<file path="src/rtl/mmio_fifo_pkg.sv">
// Shared constants for the MMIO-sequenced FIFO controller: register map,
// STATUS/CTRL bit positions and controller states.
package mmio_fifo_pkg;

  localparam logic [15:0] ADDR_DATA   = 16'h0020;
  localparam logic [15:0] ADDR_STATUS = 16'h0022;
  localparam logic [15:0] ADDR_CTRL   = 16'h0024;

  localparam int STS_OVF   = 63;
  localparam int STS_UDF   = 62;
  localparam int STS_BUSY  = 18;
  localparam int STS_FULL  = 17;
  localparam int STS_EMPTY = 16;

  localparam int CTRL_FLUSH = 0;
  localparam int CTRL_CLR   = 1;

  typedef enum logic {IDLE, FLUSH} t_fifo_ctrl_state;

endpackage

</file>
<file path="src/rtl/mmio_fifo_ctrl_if.sv">
// Decoded host MMIO request strobes and the registered read response.
// Master drives requests and receives responses; slave is the controller.
interface mmio_fifo_ctrl_if;
  logic        mmio_wr_valid;
  logic [15:0] mmio_wr_addr;
  logic [63:0] mmio_wr_data;
  logic        mmio_rd_valid;
  logic [15:0] mmio_rd_addr;
  logic [8:0]  mmio_rd_tid;
  logic        rsp_valid;
  logic [8:0]  rsp_tid;
  logic [63:0] rsp_data;

  modport master (
    output mmio_wr_valid, mmio_wr_addr, mmio_wr_data,
    output mmio_rd_valid, mmio_rd_addr, mmio_rd_tid,
    input  rsp_valid, rsp_tid, rsp_data
  );

  modport slave (
    input  mmio_wr_valid, mmio_wr_addr, mmio_wr_data,
    input  mmio_rd_valid, mmio_rd_addr, mmio_rd_tid,
    output rsp_valid, rsp_tid, rsp_data
  );
endinterface

</file>
<file path="src/rtl/fifo_occ_counter.sv">
// Occupancy counter for the external FIFO; updates on the next edge, no stall.
// The caller guards inc/dec so the count stays within 0..DEPTH.
module fifo_occ_counter #(
  parameter  int DEPTH = 8,
  localparam int CNT_W = $clog2(DEPTH + 1)
) (
  input  logic             clk,
  input  logic             rst,
  input  logic             inc,
  input  logic             dec,
  input  logic             flush,
  output logic [CNT_W-1:0] count,
  output logic             full,
  output logic             empty
);

  logic take;
  assign take = dec | flush;

  always_ff @(posedge clk or posedge rst) begin
    if (rst)
      count <= '0;
    else if (inc && !take)
      count <= count + CNT_W'(1);
    else if (!inc && take)
      count <= count - CNT_W'(1);
  end

  assign full  = (count == CNT_W'(DEPTH));
  assign empty = (count == '0);

endmodule

</file>
<file path="src/rtl/mmio_fifo_ctrl.sv">
// Turns decoded MMIO DATA/STATUS/CTRL accesses into show-ahead FIFO push/pop.
// Strobes are combinational; read responses land exactly one cycle after the read.
module mmio_fifo_ctrl
  import mmio_fifo_pkg::*;
#(
  parameter  int DEPTH  = 8,
  parameter  int DATA_W = 64,
  localparam int CNT_W  = $clog2(DEPTH + 1)
) (
  input  logic              clk,
  input  logic              rst,
  mmio_fifo_ctrl_if.slave   mmio,
  output logic              fifo_push,
  output logic [DATA_W-1:0] fifo_din,
  output logic              fifo_pop,
  input  logic [DATA_W-1:0] fifo_dout,
  output logic              busy
);

  t_fifo_ctrl_state state_q, state_d;
  logic [CNT_W-1:0] count;
  logic             full, empty;
  logic             ovf_q, udf_q, ovf_evt, udf_evt;
  logic             pop_rd, pop_fl;
  logic             data_wr, data_rd, status_rd, ctrl_wr, flush_req, clr_req;
  logic [63:0]      sts, rsp_dat;

  assign data_wr   = mmio.mmio_wr_valid && (mmio.mmio_wr_addr == ADDR_DATA);
  assign ctrl_wr   = mmio.mmio_wr_valid && (mmio.mmio_wr_addr == ADDR_CTRL);
  assign data_rd   = mmio.mmio_rd_valid && (mmio.mmio_rd_addr == ADDR_DATA);
  assign status_rd = mmio.mmio_rd_valid && (mmio.mmio_rd_addr == ADDR_STATUS);
  assign flush_req = ctrl_wr && mmio.mmio_wr_data[CTRL_FLUSH];
  assign clr_req   = ctrl_wr && mmio.mmio_wr_data[CTRL_CLR];

  always_ff @(posedge clk or posedge rst) begin
    if (rst) state_q <= IDLE;
    else     state_q <= state_d;
  end

  always_comb begin
    state_d   = state_q;
    fifo_push = 1'b0;
    pop_rd    = 1'b0;
    pop_fl    = 1'b0;
    ovf_evt   = 1'b0;
    udf_evt   = 1'b0;
    case (state_q)
      IDLE: begin
        pop_rd    = data_rd && !empty;
        // A pop in the same cycle frees the slot, so a push at full still lands.
        fifo_push = data_wr && (!full || pop_rd);
        ovf_evt   = data_wr && !fifo_push;
        udf_evt   = data_rd && empty;
        if (flush_req && !empty && !(count == CNT_W'(1) && pop_rd))
          state_d = FLUSH;
      end
      FLUSH: begin
        pop_fl  = !empty;
        ovf_evt = data_wr;
        if (count <= CNT_W'(1))
          state_d = IDLE;
      end
    endcase
  end

  assign fifo_pop = pop_rd | pop_fl;
  assign fifo_din = fifo_push ? DATA_W'(mmio.mmio_wr_data) : '0;
  assign busy     = (state_q == FLUSH);

  fifo_occ_counter #(.DEPTH(DEPTH)) u_occ (
    .clk   (clk),
    .rst   (rst),
    .inc   (fifo_push),
    .dec   (pop_rd),
    .flush (pop_fl),
    .count (count),
    .full  (full),
    .empty (empty)
  );

  always_comb begin
    sts            = '0;
    sts[STS_OVF]   = ovf_q;
    sts[STS_UDF]   = udf_q;
    sts[STS_BUSY]  = busy;
    sts[STS_FULL]  = full;
    sts[STS_EMPTY] = empty;
    sts[7:0]       = 8'(count);
    rsp_dat        = '0;
    if (status_rd)   rsp_dat = sts;
    else if (pop_rd) rsp_dat = 64'(fifo_dout);
  end

  always_ff @(posedge clk or posedge rst) begin
    if (rst) begin
      ovf_q          <= 1'b0;
      udf_q          <= 1'b0;
      mmio.rsp_valid <= 1'b0;
      mmio.rsp_tid   <= '0;
      mmio.rsp_data  <= '0;
    end else begin
      ovf_q          <= ovf_evt | (ovf_q & ~clr_req);
      udf_q          <= udf_evt | (udf_q & ~clr_req);
      mmio.rsp_valid <= data_rd | status_rd;
      mmio.rsp_tid   <= mmio.mmio_rd_tid;
      mmio.rsp_data  <= rsp_dat;
    end
  end

endmodule
</file>
<file path="src/flat_wrapper.sv">
// flat-port wrapper written by rule: the top's interface ports become plain ports
module mmio_fifo_ctrl_flat import mmio_fifo_pkg::*;
#(
  parameter  int DEPTH  = 8,
  parameter  int DATA_W = 64,
  localparam int CNT_W  = $clog2(DEPTH + 1)
)
  (clk, rst, fifo_push, fifo_din, fifo_pop, fifo_dout, busy, mmio_mmio_wr_valid, mmio_mmio_wr_addr, mmio_mmio_wr_data, mmio_mmio_rd_valid, mmio_mmio_rd_addr, mmio_mmio_rd_tid, mmio_rsp_valid, mmio_rsp_tid, mmio_rsp_data);
  mmio_fifo_ctrl_if mmio_i ();
  input  logic clk;
  input  logic rst;
  output logic fifo_push;
  output logic [DATA_W-1:0] fifo_din;
  output logic fifo_pop;
  input  logic [DATA_W-1:0] fifo_dout;
  output logic busy;
  input wire logic [$bits(mmio_i.mmio_wr_valid)-1:0] mmio_mmio_wr_valid;
  input wire logic [$bits(mmio_i.mmio_wr_addr)-1:0] mmio_mmio_wr_addr;
  input wire logic [$bits(mmio_i.mmio_wr_data)-1:0] mmio_mmio_wr_data;
  input wire logic [$bits(mmio_i.mmio_rd_valid)-1:0] mmio_mmio_rd_valid;
  input wire logic [$bits(mmio_i.mmio_rd_addr)-1:0] mmio_mmio_rd_addr;
  input wire logic [$bits(mmio_i.mmio_rd_tid)-1:0] mmio_mmio_rd_tid;
  output wire logic [$bits(mmio_i.rsp_valid)-1:0] mmio_rsp_valid;
  output wire logic [$bits(mmio_i.rsp_tid)-1:0] mmio_rsp_tid;
  output wire logic [$bits(mmio_i.rsp_data)-1:0] mmio_rsp_data;
  assign mmio_i.mmio_wr_valid = mmio_mmio_wr_valid;
  assign mmio_i.mmio_wr_addr = mmio_mmio_wr_addr;
  assign mmio_i.mmio_wr_data = mmio_mmio_wr_data;
  assign mmio_i.mmio_rd_valid = mmio_mmio_rd_valid;
  assign mmio_i.mmio_rd_addr = mmio_mmio_rd_addr;
  assign mmio_i.mmio_rd_tid = mmio_mmio_rd_tid;
  assign mmio_rsp_valid = mmio_i.rsp_valid;
  assign mmio_rsp_tid = mmio_i.rsp_tid;
  assign mmio_rsp_data = mmio_i.rsp_data;
  mmio_fifo_ctrl #(.DEPTH(DEPTH), .DATA_W(DATA_W)) u_core (.clk(clk), .rst(rst), .mmio(mmio_i), .fifo_push(fifo_push), .fifo_din(fifo_din), .fifo_pop(fifo_pop), .fifo_dout(fifo_dout), .busy(busy));
endmodule
</file>
<file path="config.mk">
export PLATFORM = sky130hd
export DESIGN_NAME = mmio_fifo_ctrl_flat
export DESIGN_NICKNAME = d
export VERILOG_FILES = /design/src/rtl/mmio_fifo_pkg.sv /design/src/rtl/mmio_fifo_ctrl_if.sv /design/src/rtl/fifo_occ_counter.sv /design/src/rtl/mmio_fifo_ctrl.sv /design/src/flat_wrapper.sv
export SDC_FILE = /design/constraint.sdc
export NUM_CORES = 1
export LEC_CHECK = 0
export CORE_AREA = 2 2 122 124
export DETAILED_ROUTE_END_ITERATION = 8
export DIE_AREA = 0 0 124 126
export DONT_BUFFER_PORTS = 1
export GPL_TIMING_DRIVEN = 0
export MAX_ROUTING_LAYER = met4
export SYNTH_ARGS = -nofsm -noshare
export SYNTH_HDL_FRONTEND = slang
export SYNTH_HIERARCHICAL = 1
export SYNTH_SLANG_ARGS = --single-unit
export TNS_END_PERCENT = 100
</file>
<file path="constraint.sdc">
create_clock -name clk -period 4.3 [get_ports clk]
set_clock_uncertainty 0.1 [all_clocks]
set_input_delay 0.645 -clock clk [delete_from_list [all_inputs] [get_ports clk]]
set_output_delay 0.645 -clock clk [all_outputs]
set_load 0.03 [all_outputs]
</file>
# ---- Yosys cells after proc, flatten, opt, wreduce, memory -nomap -nowiden
# Cells that the tools add are included.
# W data, S select, Z words.
dict set report word_totals {
  regBits 81
  output_inout_bits 141
  wordCells 61
}
dict set report classes {
  muxes 13
  eq_ne 6
  n_reduce_logical 24
  n_bitwise 8
  add_sub_neg 2
  n_lt_le_gt_ge 1
}
# op count
set ops {}
lappend ops {{$mux W64} 3}
lappend ops {{$eq A16 B6 Y1 const B} 4}
lappend ops {{$logic_and A1 B1 Y1} 15}
lappend ops {{$mux W4} 2}
lappend ops {{$logic_not A1 Y1} 6}
lappend ops {{$mux W1} 6}
lappend ops {{$add A4 B1 Y4 const B} 1}
lappend ops {{$eq A4 B1 Y1 const B} 1}
lappend ops {{$eq A4 B4 Y1 const B} 1}
lappend ops {{$le A4 B1 Y1 const B} 1}
lappend ops {{$logic_not A4 Y1} 1}
lappend ops {{$or A1 B1 Y1} 4}
lappend ops {{$pmux W1 S2} 2}
lappend ops {{$sub A4 B1 Y4 const B} 1}
lappend ops {{$and A1 B1 Y1} 2}
lappend ops {{$not A1 Y1} 2}
lappend ops {{$reduce_bool A2 Y1} 1}
lappend ops {{$logic_or A1 B1 Y1} 1}

# ---- Depth between registers and ports, before layout
# Gate-level depths: netlist (run 1).
dict set report depth {
  word_depth 10
  mapped_depth 13
}

# ---- By module
# Netlist (run 1), hierarchy kept.
# module seq_area_each_um2 cells_per_inst n_inst area_per_inst_um2
set modules_own_cells {}
lappend modules_own_cells {mmio_fifo_ctrl 1926.8 280 1 3492.1}
lappend modules_own_cells {fifo_occ_counter 100.1 31 1 326.6}

# ---- Worst setup path before layout (run 1)
# Ideal clock, no wire load.
dict set report synth_path {
  path_kind {input to register}
  startpoint {in mmio_mmio_wr_addr[13]}
  endpoint {reg u_core.u_occ.count[3]}
  n_path_buf 2
  setup_slack_ns 0.560
  arrival_time_ns 3.510
  stages 12
  t_required_ns 4.070
  cell_sequence {nor4_1 > nand4_1 > or3_1 > buf_6 > buf_6 > nor2_1 > ha_1 > inv_1 > ha_1 > or4_1 > nand3_1 > o221ai_2}
}
dict set report synth_between {
  elab_chain_cells 7
  word_cells_on_any_way 9
  cone_classes {eq/ne: 1; mux: 2; reduce/logical: 6}
}
# item line
set synth_rtl {}
lappend synth_rtl {{start, declared} flat_wrapper.sv:18} ;# input wire logic [$bits(mmio_i.mmio_wr_addr)-1:0] mmio_mmio_wr_addr;
lappend synth_rtl {{$eq A16 B6 Y1 (*)} mmio_fifo_ctrl.sv:28} ;# assign data_wr = mmio.mmio_wr_valid && (mmio.mmio_wr_addr == ADDR_DATA);
lappend synth_rtl {{$logic_and A1 B1 Y1 (*)} mmio_fifo_ctrl.sv:28}
lappend synth_rtl {{$logic_and A1 B1 Y1 (*)} mmio_fifo_ctrl.sv:51} ;# fifo_push = data_wr && (!full || pop_rd);
lappend synth_rtl {{$mux W1 (*)} mmio_fifo_ctrl.sv:47} ;# case (state_q)
lappend synth_rtl {{via fifo_push} flat_wrapper.sv:12} ;# output logic fifo_push;
lappend synth_rtl {{$logic_not A1 Y1} fifo_occ_counter.sv:25} ;# else if (!inc && take)
lappend synth_rtl {{$logic_and A1 B1 Y1} fifo_occ_counter.sv:25}
lappend synth_rtl {{$reduce_bool A2 Y1 (no line)} --}
lappend synth_rtl {{end signal, assigned} fifo_occ_counter.sv:24} ;# count <= count + CNT_W'(1);
lappend synth_rtl {{end signal, assigned} fifo_occ_counter.sv:26} ;# count <= count - CNT_W'(1);
lappend synth_rtl {{end, declared} fifo_occ_counter.sv:12} ;# output logic [CNT_W-1:0] count,
# Mark *: on every way through the listed nets, which the timed path passes. The rest lies on a longest branch.
# A chain may end at the register's enable or synchronous reset.

# ---- Worst setup path after layout (run 1)
dict set report layout_path {
  startpoint {reg u_core.u_occ.count[0]}
  endpoint {reg u_core.u_occ.count[3]}
}
dict set report layout_between {
  elab_chain_cells 9
  word_cells_on_any_way 20
  cone_classes {add/sub: 2; eq/ne: 1; mux: 5; bitwise: 1; reduce/logical: 11}
}
# item line
set layout_rtl {}
lappend layout_rtl {{$logic_not A4 Y1 (*)} fifo_occ_counter.sv:30} ;# assign empty = (count == '0);
lappend layout_rtl {{via u_core.empty} mmio_fifo_ctrl.sv:22} ;# logic full, empty;
lappend layout_rtl {{$logic_not A1 Y1 (*)} mmio_fifo_ctrl.sv:49} ;# pop_rd = data_rd && !empty;
lappend layout_rtl {{$logic_and A1 B1 Y1 (*)} mmio_fifo_ctrl.sv:49}
lappend layout_rtl {{$logic_or A1 B1 Y1 (*)} mmio_fifo_ctrl.sv:51}
lappend layout_rtl {{$logic_and A1 B1 Y1 (*)} mmio_fifo_ctrl.sv:51}
lappend layout_rtl {{$mux W1 (*)} mmio_fifo_ctrl.sv:47}
lappend layout_rtl {{via fifo_push} flat_wrapper.sv:12}
lappend layout_rtl {{$logic_not A1 Y1} fifo_occ_counter.sv:25}
lappend layout_rtl {{$logic_and A1 B1 Y1} fifo_occ_counter.sv:25}
lappend layout_rtl {{$reduce_bool A2 Y1 (no line)} --}
# Mark *: on every way through the listed nets, which the timed path passes. The rest lies on a longest branch. The select of a mux whose other input is x is not followed.

==> metrics.txt, run 1 <==
# TYPE chip_impl_metric gauge
chip_impl_metric{name="all_layer_global_routing_usage",unit="%"} 15.3
chip_impl_info{name="post_synth_main_area_contributors",value="dfrtp_1 53%, nor3b_2 16%, and3_1 9.0%"} 1
chip_impl_metric{name="tightestPinTransition",unit="ps"} 1040
chip_impl_metric{name="via_count",unit=""} 2600
chip_impl_metric{name="boundaryPins",unit=""} 314
chip_impl_info{name="rsz0062_at_grt",value="no"} 1
chip_impl_metric{name="fp.dieW",unit="µm"} 124
chip_impl_metric{name="num-nets-final",unit=""} 501
chip_impl_metric{name="route.detailed.wl_per_inst",unit="µm"} 23.7
chip_impl_metric{name="power.share.combinational",unit="%"} 2.3
chip_impl_metric{name="post_route_cells_drive_above_1_share",unit="%"} 26.8
chip_impl_metric{name="cts-buffers-inserted",unit=""} 9
chip_impl_metric{name="die_y",unit="µm"} 126
chip_impl_metric{name="synth_largest_type_area_fraction",unit="%"} 53.1
chip_impl_metric{name="gr-usage-met1",unit="%"} 19.3
chip_impl_metric{name="met3_usage",unit="%"} 6.79
chip_impl_metric{name="synthArstFlopShare",unit="%"} 100
chip_impl_metric{name="path_clk_slew",unit="ps"} 60
chip_impl_metric{name="internal-power",unit="W"} 0.00123
chip_impl_metric{name="post-route-worst-setup-slack",unit="ps"} 379
chip_impl_metric{name="max_slew_margin",unit="%"} 30.6
chip_impl_metric{name="hold_viol",unit=""} 0
chip_impl_metric{name="finalCritPeriodShare",unit="%"} 91.2
chip_impl_metric{name="required",unit="ps"} 4410
chip_impl_metric{name="synth_warnings",unit=""} 6
chip_impl_metric{name="global_route_wire_length_before_repair",unit="mm"} 16.9
chip_impl_metric{name="irDropWorstVdd",unit="mV"} 0.172
chip_impl_info{name="grt.busiest_layer",value="met2"} 1
chip_impl_info{name="area_leader_netlist",value="dfrtp_1"} 1
chip_impl_metric{name="sequentialPowerShare",unit="%"} 49.6
chip_impl_metric{name="gp_congestion",unit=""} 0.764
chip_impl_metric{name="grt_pass1_vias",unit=""} 2586
chip_impl_metric{name="route.final.wire_length",unit="mm"} 12.4
chip_impl_metric{name="syn-mean-instance-area",unit="µm²"} 12.3
chip_impl_metric{name="synth_seq_area_share",unit="%"} 53.1
chip_impl_metric{name="power.switching",unit="W"} 0.000336
chip_impl_metric{name="numClockSinks",unit=""} 81
chip_impl_metric{name="synth_enable_flop_cells",unit=""} 0
chip_impl_info{name="dominant_cell_by_count_in_the_synthesized_netlist",value="dfrtp_1"} 1
chip_impl_metric{name="fin_util",unit="%"} 30.8
chip_impl_metric{name="ctsLongestPathBuffers",unit=""} 2
chip_impl_metric{name="max_freq",unit="GHz"} 0.255
chip_impl_metric{name="start_util",unit="%"} 26.7
chip_impl_info{name="worst-setup-path-type",value="register to register"} 1
chip_impl_metric{name="yosys_register_bits",unit=""} 81
chip_impl_info{name="critical_path.endpoint_type",value="register"} 1
chip_impl_metric{name="finish.cell_count_without_fillers",unit=""} 521
chip_impl_info{name="startpoint_class_of_the_critical_path",value="register"} 1
chip_impl_info{name="clock_root_buffer",value="clkbuf_16"} 1
chip_impl_metric{name="detailedPlace.worstSlack",unit="ps"} -169
chip_impl_metric{name="power_leakage",unit="nW"} 2.00
chip_impl_metric{name="post-dp-hpwl",unit="mm"} 9.93
chip_impl_metric{name="clock_insertion_delay_worst_skew",unit="ps"} 330
chip_impl_metric{name="area_delta_synth_final",unit="%"} 15.6
chip_impl_info{name="synth_common_cells",value="81 x dfrtp_1, 55 x and3_1, 48 x nor3b_2"} 1
chip_impl_metric{name="worstPathArrival",unit="ps"} 4030
chip_impl_metric{name="slew_violations",unit=""} 0
chip_impl_info{name="run_status",value="finished, final reports clean"} 1
chip_impl_info{name="min_path_type",value="input pin to register"} 1
chip_impl_metric{name="post-place-cells",unit=""} 496
chip_impl_metric{name="path_max_fanout",unit=""} 10
chip_impl_metric{name="drt_pre_antenna_iters",unit=""} 4
chip_impl_metric{name="clock_power_share",unit="%"} 48.1
chip_impl_metric{name="drc_errors",unit=""} 0
chip_impl_metric{name="timing.final.crit_period",unit="ps"} 3920
chip_impl_metric{name="gr-usage-met2",unit="%"} 21.7
chip_impl_info{name="cts_tree",value="built"} 1
chip_impl_metric{name="netlist_area",unit="µm²"} 3820
chip_impl_metric{name="rows",unit=""} 44
chip_impl_metric{name="synth_fp_nets",unit=""} 488
chip_impl_metric{name="grt_max_degree",unit=""} 77
chip_impl_metric{name="max-cap-violations",unit=""} 0
chip_impl_metric{name="power.density_cell_area",unit="nW/µm²"} 355
chip_impl_metric{name="drtAntennaViolNets",unit=""} 0
chip_impl_metric{name="antenna_found_initial",unit=""} 8
chip_impl_metric{name="syn-instance-count",unit=""} 311
chip_impl_metric{name="place.port_buffers",unit=""} 0
chip_impl_metric{name="cts_post_setup_buffers_inserted",unit=""} 0
chip_impl_metric{name="avg_vias_per_cell",unit=""} 4.99
chip_impl_metric{name="die_area",unit="µm²"} 15600
chip_impl_metric{name="global_route_congestion_overflow_total",unit=""} 0
chip_impl_metric{name="standard_cell_core_area",unit="µm²"} 14300
chip_impl_metric{name="setup_viol",unit=""} 0
chip_impl_metric{name="synthDistinctLibCells",unit=""} 37
chip_impl_metric{name="initial_drt_markers",unit=""} 179
chip_impl_metric{name="htreeDepth",unit=""} 3
chip_impl_metric{name="netSwitchingFraction",unit="%"} 21.4
chip_impl_info{name="ys_dominant_reg_cell",value="dfrtp_1"} 1
[per-stage QoR]
stage | hold WS [ps] | TNS, ps | area, µm² | total power, W
detailed placement | 288 | -169 | 4080 | 0.000828
floorplan | 311 | 0 | 3820 | 0.000818
global placement | 324 | -95.7 | 4050 | 0.000823
finish | 233 | 0 | 4410 | 0.00157
global route | 211 | 0 | 4410 | 0.00163
CTS | 222 | 0 | 4380 | 0.00159
[cells in the final DEF (no fill, tap or decap), types with 2 or more instances in the layout]
| master | instances |
|---|---|
| a21oi_1 | 2 |
| nand2_1 | 2 |
| a21o_1 | 2 |
| nor3b_1 | 15 |
| nor3_1 | 2 |
| inv_1 | 6 |
| xnor2_1 | 2 |
| nor4b_1 | 3 |
| nand4_1 | 3 |
| buf_6 | 7 |
| nor3b_2 | 48 |
| dfrtp_1 | 81 |
| diode_2 | 9 |
| a22oi_1 | 9 |
| and2_1 | 2 |
| ha_1 | 3 |
| and3_1 | 55 |
| clkbuf_1 | 16 |
| o21ai_0 | 3 |
| nand3b_1 | 3 |
| mux2_2 | 2 |
| nor4_1 | 4 |
| clkinv_4 | 2 |
| or3_1 | 3 |
| buf_2 | 7 |
| nor2_1 | 14 |
| nor4b_2 | 2 |
| clkbuf_16 | 9 |
[repair_timing]
item	4_1_cts	5_1_grt
hold buffers	1	0
endpoints found under the setup margin	0	1
resized for setup	0	2
endpoints found under the hold margin	5	0
[flip-flops by register name (all words and copies together) (netlist names)]
register               cells
u_core/mmio.rsp_valid      1
u_core/mmio.rsp_data      64
u_core/busy                1
u_core/mmio.rsp_tid        9
u_core/ovf_q               1
u_core/udf_q               1
u_core/u_occ/count         4
[critical path, stage by stage, from the launching register on]
cell,delay (ps)
dfrtp_1,490
nor4_2,550
nor2_1,140
a21boi_0,370
buf_2,290
buf_2,310
nor2_2,170
ha_1,290
inv_1,150
ha_1,300
or4_1,420
nand3_1,110
o221ai_2,100
[final timing paths]
| path | from | end | slack (ps) | cells past startpoint |
|---|---|---|---|---|
| min | mmio_mmio_rd_tid[4] | u_core/mmio.rsp_tid[4] | 230 | 0 |
| max in group asynchronous | rst | u_core/mmio.rsp_tid[5] | 2980 | 3 |
| min reg2reg | u_core/udf_q | u_core/udf_q | 430 | 2 |
| min in group asynchronous | rst | u_core/mmio.rsp_data[3] | 560 | 2 |
| max | u_core/u_occ/count[0] | u_core/u_occ/count[3] | 380 | 12 |
| max reg2reg | u_core/u_occ/count[0] | u_core/u_occ/count[3] | 380 | 12 |
[power by group through the flow]
stage	clock network, W	registers [W]	logic (W)
finish	0.000755	0.000777	0.0000361
global route	0.000815	0.000777	0.0000404
CTS	0.000773	0.000777	0.0000375
detailed placement	0	0.000792	0.0000365
global placement	0	0.000792	0.0000317
floorplan	0	0.000791	0.0000271
[kinds of logic after synthesis]
family	Yosys count	synth area share, %
buf+inv	37	5.24
xor+xnor	2	0.459
fa+ha+maj	4	1.51
compound gates	22	4.26
mux	3	0.852
simple gates	162	34.6
flops	81	53.1
[routing by layer]
layer / wire, µm / part of all wire [%]
met5: 0 / 0
met4: 201 / 1.6
met3: 1230 / 10
met2: 5800 / 47
met1: 5130 / 41
[area by class of cell]
class                           instances  area [µm²]
Antenna cell                            9        22.5
Fill cell                            1472        9900
Buffer                                 30         174
Multi-Input combinational cell        193        1600
Tap cell                              184         230
Sequential cell                        81        2030
Timing Repair Buffer                    2        37.5
Inverter                                7        28.8
Clock buffer                            9         225
Clock inverter                          6        68.8
Note: power is estimated with default switching activity, not from simulation.
==> run 2: changes to the inputs <==
--- a/config.mk
+++ b/config.mk
@@ -11,6 +11,7 @@
 export DONT_BUFFER_PORTS = 1
 export GPL_TIMING_DRIVEN = 0
 export MAX_ROUTING_LAYER = met4
+export REMOVE_ABC_BUFFERS = 1
 export SYNTH_ARGS = -nofsm -noshare
 export SYNTH_HDL_FRONTEND = slang
 export SYNTH_HIERARCHICAL = 1
==> run 2 against run 1 <==
Net effect: via count fell by 2.3%; setup slack got worse by 74 ps; wire length shrank 8.3%; sequential power about the same; cell area shrank 1.0%; clock power barely moved; first-iteration DRC count fell by 46%; critical path type unchanged; largest cell class unchanged.
==> metrics.txt, run 2 (synthesized netlist as in run 1, its figures left out) <==
# TYPE chip_impl_metric gauge
chip_impl_metric{name="place.port_buffers",unit=""} 0
chip_impl_metric{name="antenna_found_initial",unit=""} 1
chip_impl_metric{name="sequentialPowerShare",unit="%"} 49.7
chip_impl_metric{name="clock_power_share",unit="%"} 48.1
chip_impl_metric{name="max_slew_margin",unit="%"} 28.8
chip_impl_metric{name="largest_reg_flops",unit=""} 64
chip_impl_metric{name="drc_errors",unit=""} 0
chip_impl_info{name="regMostFlops",value="u_core/mmio.rsp_data"} 1
chip_impl_info{name="run_status",value="finished, final reports clean"} 1
chip_impl_metric{name="die_y",unit="µm"} 126
chip_impl_metric{name="post_route_cells_drive_above_1_share",unit="%"} 28.3
chip_impl_info{name="rsz0062_at_grt",value="no"} 1
chip_impl_metric{name="hold_viol",unit=""} 0
chip_impl_metric{name="boundaryPins",unit=""} 314
chip_impl_metric{name="timing.critical_path.slowest_cell_delay",unit="ps"} 620
chip_impl_metric{name="drt_pre_antenna_iters",unit=""} 6
chip_impl_metric{name="via_count",unit=""} 2539
chip_impl_metric{name="htreeDepth",unit=""} 3
chip_impl_metric{name="drtAntennaViolNets",unit=""} 0
chip_impl_info{name="startpoint_class_of_the_critical_path",value="register"} 1
chip_impl_metric{name="route.detailed.wl_per_inst",unit="µm"} 23.1
chip_impl_metric{name="area_delta_synth_final",unit="%"} 14.4
chip_impl_metric{name="initial_drt_markers",unit=""} 96
chip_impl_metric{name="finish.cell_count_without_fillers",unit=""} 492
chip_impl_metric{name="numClockSinks",unit=""} 81
chip_impl_metric{name="power.switching",unit="W"} 0.000360
chip_impl_metric{name="gp_congestion",unit=""} 0.713
chip_impl_metric{name="start_util",unit="%"} 26.7
chip_impl_metric{name="tightestPinTransition",unit="ps"} 1070
chip_impl_metric{name="path_clk_slew",unit="ps"} 70
chip_impl_metric{name="required",unit="ps"} 4400
chip_impl_metric{name="power.share.combinational",unit="%"} 2.2
chip_impl_metric{name="num-nets-final",unit=""} 479
chip_impl_info{name="largest_regs",value="u_core/mmio.rsp_data: 64 flops, u_core/mmio.rsp_tid: 9 flops, u_core/u_occ/count: 4 flops"} 1
chip_impl_metric{name="worstPathArrival",unit="ps"} 4100
chip_impl_metric{name="rows",unit=""} 44
chip_impl_metric{name="slew_violations",unit=""} 0
chip_impl_metric{name="grt_max_degree",unit=""} 77
chip_impl_info{name="cts_tree",value="built"} 1
chip_impl_metric{name="timing.final.crit_period",unit="ps"} 4000
chip_impl_metric{name="grt_pass1_vias",unit=""} 2607
chip_impl_info{name="final_common_cell",value="dfrtp_1"} 1
chip_impl_info{name="critical_path.endpoint_type",value="register"} 1
chip_impl_metric{name="route.final.wire_length",unit="mm"} 11.3
chip_impl_metric{name="ctsLongestPathBuffers",unit=""} 2
chip_impl_metric{name="post-place-cells",unit=""} 472
chip_impl_metric{name="netSwitchingFraction",unit="%"} 23.0
chip_impl_info{name="critical_path.cell_chain",value="nor4_2 -> nor2_1 -> a21boi_4 -> buf_16 -> nor2_2 -> ha_1 -> inv_1 -> ha_1 -> or4_1 -> nand3_1 -> o221ai_2"} 1
chip_impl_info{name="worst-setup-path-type",value="register to register"} 1
chip_impl_info{name="min_path_type",value="input pin to register"} 1
chip_impl_metric{name="die_area",unit="µm²"} 15600
chip_impl_metric{name="cts-buffers-inserted",unit=""} 9
chip_impl_metric{name="setup_viol",unit=""} 0
chip_impl_info{name="final_cell_mix",value="81 x dfrtp_1, 55 x and3_1, 48 x nor3b_2, 15 x nor3b_1, 14 x nor2_1"} 1
chip_impl_metric{name="fp.dieW",unit="µm"} 124
chip_impl_metric{name="irDropWorstVdd",unit="mV"} 0.147
chip_impl_metric{name="power_leakage",unit="nW"} 1.96
chip_impl_metric{name="post-route-worst-setup-slack",unit="ps"} 305
chip_impl_metric{name="post-dp-hpwl",unit="mm"} 8.75
chip_impl_metric{name="worst_path_buf_inv",unit=""} 2
chip_impl_metric{name="all_layer_global_routing_usage",unit="%"} 13.9
chip_impl_metric{name="max-cap-violations",unit=""} 0
chip_impl_metric{name="clock_insertion_delay_worst_skew",unit="ps"} 330
chip_impl_info{name="cp_top_family",value="simple AND/OR/NAND/NOR gates"} 1
chip_impl_info{name="path_common_cell",value="ha_1"} 1
chip_impl_metric{name="finalCritPeriodShare",unit="%"} 92.9
chip_impl_metric{name="standard_cell_core_area",unit="µm²"} 14300
chip_impl_metric{name="global_route_congestion_overflow_total",unit=""} 0
chip_impl_metric{name="fin_util",unit="%"} 30.5
chip_impl_metric{name="path_max_fanout",unit=""} 20
chip_impl_metric{name="internal-power",unit="W"} 0.00120
chip_impl_metric{name="whs",unit="ps"} 238
chip_impl_metric{name="fillers",unit=""} 1437
chip_impl_metric{name="detailedPlace.worstSlack",unit="ps"} -1120
chip_impl_metric{name="power.density_cell_area",unit="nW/µm²"} 358
chip_impl_info{name="slowest_stage",value="nor4_2"} 1
chip_impl_info{name="clock_root_buffer",value="clkbuf_16"} 1
chip_impl_metric{name="max_freq",unit="GHz"} 0.250
chip_impl_metric{name="global_route_wire_length_before_repair",unit="mm"} 15.6
chip_impl_metric{name="avg_vias_per_cell",unit=""} 5.16
[run 2: changes by cell type in the layout (fill, tap and decap cells not counted), sizes merged, moves of 2 or more]
cell      before  now
buf           15    8
clkbuf        25   10
inv            8   10
diode          9    1
clkinvlp       1    3
clkinv         3    1
[run 2: layout make-up]
cell class	count	area [µm²]	share of cell area [%]
timing repair inverter	1	5.00	0.115
multi-input combinational	193	1620	37.1
tap	184	230	5.27
clock inverter	6	56.3	1.29
inverter	7	32.5	0.745
clock buffer	10	239	5.47
antenna	1	2.50	0.0573
sequential	81	2030	46.4
timing repair buffer	9	154	3.52
[run 2: what timing repair did]
action / 4_1_cts / 5_1_grt
gates resized for setup: 2 / 1
pin swaps: 1 / 0
gates cloned: 1 / 0
setup endpoints to repair: 56 / 1
hold endpoints to repair: 5 / 0
setup buffers: 1 / 0
hold buffers: 1 / 0
[run 2: path summary, 6_finish.rpt]
path	end	slack [ps]	start	cells past startpoint
setup / recovery	u_core/u_occ/count[3]	300	u_core/u_occ/count[0]	11
hold / removal	u_core/mmio.rsp_tid[1]	240	mmio_mmio_rd_tid[1]	0
setup reg to reg	u_core/u_occ/count[3]	300	u_core/u_occ/count[0]	11
hold reg to reg	u_core/udf_q	420	u_core/udf_q	2
max in group asynchronous	u_core/mmio.rsp_data[33]	2950	rst	3
min in group asynchronous	u_core/mmio.rsp_data[1]	590	rst	2
[run 2: stage by stage]
| step | total power [W] | instance area (µm²) | TNS, ps |
|---|---|---|---|
| after floorplan | 0.000817 | 3640 | -326860 |
| after global placement | 0.000822 | 3870 | -516140 |
| after detailed placement | 0.000826 | 4040 | -10550 |
| after CTS | 0.00158 | 4360 | 0 |
| after global routing | 0.00163 | 4370 | 0 |
| final | 0.00156 | 4370 | 0 |
[run 2: metal layers]
metal  vias to the layer above  wire, µm  track usage (%)
met3                         6      1350             5.57
li1                       1093         -                -
met2                       176      5920             23.7
met4                         0        97             3.77
met1                      1264      3970             14.8
met5                         -         0                -
[run 2: power by group through the flow]
stage          clock [W]  sequential (W)  combinational [W]
2_1_floorplan          0        0.000791          0.0000259
3_3_place_gp           0        0.000792          0.0000301
4_1_cts         0.000771        0.000777          0.0000359
3_5_place_dp           0        0.000792          0.0000348
6_report        0.000752        0.000777          0.0000346
5_1_grt         0.000813        0.000777          0.0000384
==> run 3: changes to the inputs <==
--- a/config.mk
+++ b/config.mk
@@ -5,9 +5,9 @@
 export SDC_FILE = /design/constraint.sdc
 export NUM_CORES = 1
 export LEC_CHECK = 0
-export CORE_AREA = 2 2 122 124
+export CORE_AREA = 2 2 121 123
 export DETAILED_ROUTE_END_ITERATION = 8
-export DIE_AREA = 0 0 124 126
+export DIE_AREA = 0 0 123 125
 export DONT_BUFFER_PORTS = 1
 export GPL_TIMING_DRIVEN = 0
 export MAX_ROUTING_LAYER = met4
==> run 3 against run 2 <==
Net effect: combinational power about the same; count of clock-buffer cells in the layout unchanged; wire length is 4.1% higher; cell area rose by 0.14%; critical endpoint unchanged.
==> metrics.txt, run 3 (synthesized netlist as in run 1, its figures left out) <==
# TYPE chip_impl_metric gauge
chip_impl_info{name="run_status",value="finished, final reports clean"} 1
chip_impl_info{name="cp_top_family",value="simple AND/OR/NAND/NOR gates"} 1
chip_impl_metric{name="finalCritPeriodShare",unit="%"} 92.6
chip_impl_metric{name="die_y",unit="µm"} 125
chip_impl_metric{name="totalNegativeSetupSlack",unit="ps"} 0
chip_impl_info{name="cts_tree",value="built"} 1
chip_impl_info{name="critical_path.endpoint_type",value="register"} 1
chip_impl_info{name="min_path_type",value="input pin to asynchronous set/reset pin"} 1
chip_impl_metric{name="num-nets-final",unit=""} 481
chip_impl_metric{name="timing.final.crit_period",unit="ps"} 3980
chip_impl_metric{name="all_layer_global_routing_usage",unit="%"} 14.7
chip_impl_metric{name="slew_violations",unit=""} 0
chip_impl_metric{name="gp_congestion",unit=""} 1.01
chip_impl_info{name="largest_regs",value="u_core/mmio.rsp_data: 64 flops, u_core/mmio.rsp_tid: 9 flops, u_core/u_occ/count: 4 flops"} 1
chip_impl_info{name="critical_path.cell_chain",value="nor4_2 -> nor2_1 -> a21boi_4 -> buf_12 -> nor2_2 -> ha_1 -> inv_1 -> ha_1 -> or4_1 -> nand3_1 -> o221ai_2"} 1
chip_impl_metric{name="start_util",unit="%"} 26.9
chip_impl_metric{name="required",unit="ps"} 4410
chip_impl_metric{name="die_area",unit="µm²"} 15400
chip_impl_metric{name="fillers",unit=""} 1408
chip_impl_metric{name="setup.reg_to_reg.worst_slack",unit="ps"} 320
chip_impl_metric{name="numClockSinks",unit=""} 81
chip_impl_metric{name="grt_max_degree",unit=""} 60
chip_impl_metric{name="post-route-worst-setup-slack",unit="ps"} 317
chip_impl_metric{name="setup_viol",unit=""} 0
chip_impl_metric{name="max_freq",unit="GHz"} 0.251
chip_impl_metric{name="path_clk_slew",unit="ps"} 60
chip_impl_metric{name="largest_reg_flops",unit=""} 64
chip_impl_metric{name="hold_viol",unit=""} 0
chip_impl_metric{name="seqCellArea",unit="µm²"} 2030
chip_impl_metric{name="place.port_buffers",unit=""} 0
chip_impl_info{name="slowest_stage",value="a21boi_4"} 1
chip_impl_metric{name="via_count",unit=""} 2570
chip_impl_metric{name="drtAntennaViolNets",unit=""} 0
chip_impl_info{name="startpoint_class_of_the_critical_path",value="register"} 1
chip_impl_metric{name="max-cap-violations",unit=""} 0
chip_impl_metric{name="power_leakage",unit="nW"} 1.96
chip_impl_metric{name="ctsLongestPathBuffers",unit=""} 2
chip_impl_info{name="rsz0062_at_grt",value="no"} 1
chip_impl_metric{name="tightestPinTransition",unit="ps"} 1040
chip_impl_metric{name="avg_vias_per_cell",unit=""} 5.18
chip_impl_metric{name="clock_insertion_delay_worst_skew",unit="ps"} 330
chip_impl_metric{name="worstPathArrival",unit="ps"} 4090
chip_impl_metric{name="max_slew_margin",unit="%"} 30.5
chip_impl_metric{name="drt_pre_antenna_iters",unit=""} 4
chip_impl_info{name="startpoint_of_the_worst_register_to_register_path",value="u_core/u_occ/count[0]"} 1
chip_impl_metric{name="antenna_found_initial",unit=""} 4
chip_impl_metric{name="htreeDepth",unit=""} 3
chip_impl_metric{name="rows",unit=""} 44
chip_impl_metric{name="global_route_wire_length_before_repair",unit="mm"} 16.0
chip_impl_metric{name="power.density_cell_area",unit="nW/µm²"} 356
chip_impl_info{name="worst-setup-path-type",value="register to register"} 1
chip_impl_metric{name="post_route_cells_drive_above_1_share",unit="%"} 28.8
chip_impl_info{name="clock_root_buffer",value="clkbuf_16"} 1
chip_impl_metric{name="global_route_congestion_overflow_total",unit=""} 0
chip_impl_metric{name="route.final.wire_length",unit="mm"} 11.8
chip_impl_metric{name="boundaryPins",unit=""} 314
chip_impl_metric{name="post-dp-hpwl",unit="mm"} 8.96
chip_impl_metric{name="route.detailed.wl_per_inst",unit="µm"} 23.8
chip_impl_metric{name="ff2ff_path_depth",unit=""} 11
chip_impl_metric{name="standard_cell_core_area",unit="µm²"} 14200
chip_impl_metric{name="detailedPlace.worstSlack",unit="ps"} -1820
chip_impl_metric{name="drc_errors",unit=""} 0
chip_impl_metric{name="multi_input_comb_area",unit="µm²"} 1620
chip_impl_info{name="final_cell_mix",value="81 x dfrtp_1, 55 x and3_1, 48 x nor3b_2, 15 x nor3b_1, 14 x nor2_1"} 1
chip_impl_metric{name="irDropWorstVdd",unit="mV"} 0.145
chip_impl_metric{name="path_max_fanout",unit=""} 34
chip_impl_metric{name="cts-buffers-inserted",unit=""} 9
chip_impl_info{name="worstSetupStartpoint",value="u_core/u_occ/count[0]"} 1
chip_impl_metric{name="worst_path_buf_inv",unit=""} 2
chip_impl_info{name="r2r_end",value="u_core/u_occ/count[3]"} 1
chip_impl_metric{name="initial_drt_markers",unit=""} 174
chip_impl_info{name="path_common_cell",value="ha_1"} 1
chip_impl_metric{name="area_delta_synth_final",unit="%"} 14.5
chip_impl_metric{name="grt_pass1_vias",unit=""} 2558
chip_impl_metric{name="fp.dieW",unit="µm"} 123
chip_impl_info{name="regMostFlops",value="u_core/mmio.rsp_data"} 1
chip_impl_info{name="final_common_cell",value="dfrtp_1"} 1
chip_impl_metric{name="report.power.total",unit="W"} 0.00156
chip_impl_metric{name="timing.critical_path.slowest_cell_delay",unit="ps"} 650
==> run 3: changes by cell type in the layout (fill, tap and decap cells not counted), sizes merged <==
cell,delta
clkinvlp,+1
diode,+2
buf,+1
==> run 3: worst max-delay path by stage <==
stage | to | slack (ps) | depth (start not counted)
2_1_floorplan | u_core/u_occ/count[3] | -6450 | 11
3_3_place_gp | u_core/u_occ/count[3] | -8330 | 11
3_5_place_dp | u_core/u_occ/count[3] | -1820 | 12
4_1_cts | u_core/u_occ/count[3] | 90 | 11
5_1_grt | u_core/u_occ/count[3] | 60 | 11
6_report | u_core/u_occ/count[3] | 320 | 11
==> run 3: area by class of cell <==
type,count,area share (%)
sequential,81,46.3
multi-input combinational,193,37.0
clock buffer,10,5.46
tap,184,5.26
timing repair buffer,10,3.52
clock inverter,6,1.29
inverter,7,0.744
timing repair inverter,2,0.229
antenna,3,0.172
==> run 3: routing by layer <==
| layer | vias up | share of wire, % | track usage (%) |
|---|---|---|---|
| met5 | - | 0 | - |
| met4 | 0 | 1.6 | 4.95 |
| met3 | 15 | 13 | 6.34 |
| met2 | 177 | 48 | 22.0 |
| met1 | 1283 | 38 | 17.7 |
| li1 | 1095 | - | - |
==> run 3: timing repair <==
action / 4_1_cts / 5_1_grt
hold endpoints to repair: 4 / 0
setup endpoints to repair: 69 / 1
gates resized for setup: 2 / 1
pin swaps: 1 / 0
cloned: 2 / 0
setup buffers: 2 / 0
hold buffers: 1 / 0
==> run 3: stage by stage <==
stage	cell area [µm²]	hold slack, ps	util [%]	std cells
after floorplan	3640	311	-	281
after global placement	3870	327	27.3	465
after detailed placement	4020	342	28.3	472
after CTS	4360	26.8	30.7	493
after global routing	4370	41.6	30.8	496
final	4370	38.9	30.8	496
==> run 3: where the power goes <==
| part | total [W] | switching [W] | internal, W |
|---|---|---|---|
| registers | 0.000777 | 0.0000109 | 0.000766 |
| clock network | 0.000744 | 0.000324 | 0.000420 |
| logic | 0.0000348 | 0.0000178 | 0.0000170 |
| total | 0.00156 | 0.000352 | 0.00120 |
==> run 3: worst register-to-register path: cells and delay by family (launching register included) <==
family                     cells  cell delay, ps
DFF                            1             490
AOI/OAI and AO/OA              2             750
adders and majority gates      2             600
buffers and inverters          2             450
and+or+nand+nor                5            1490
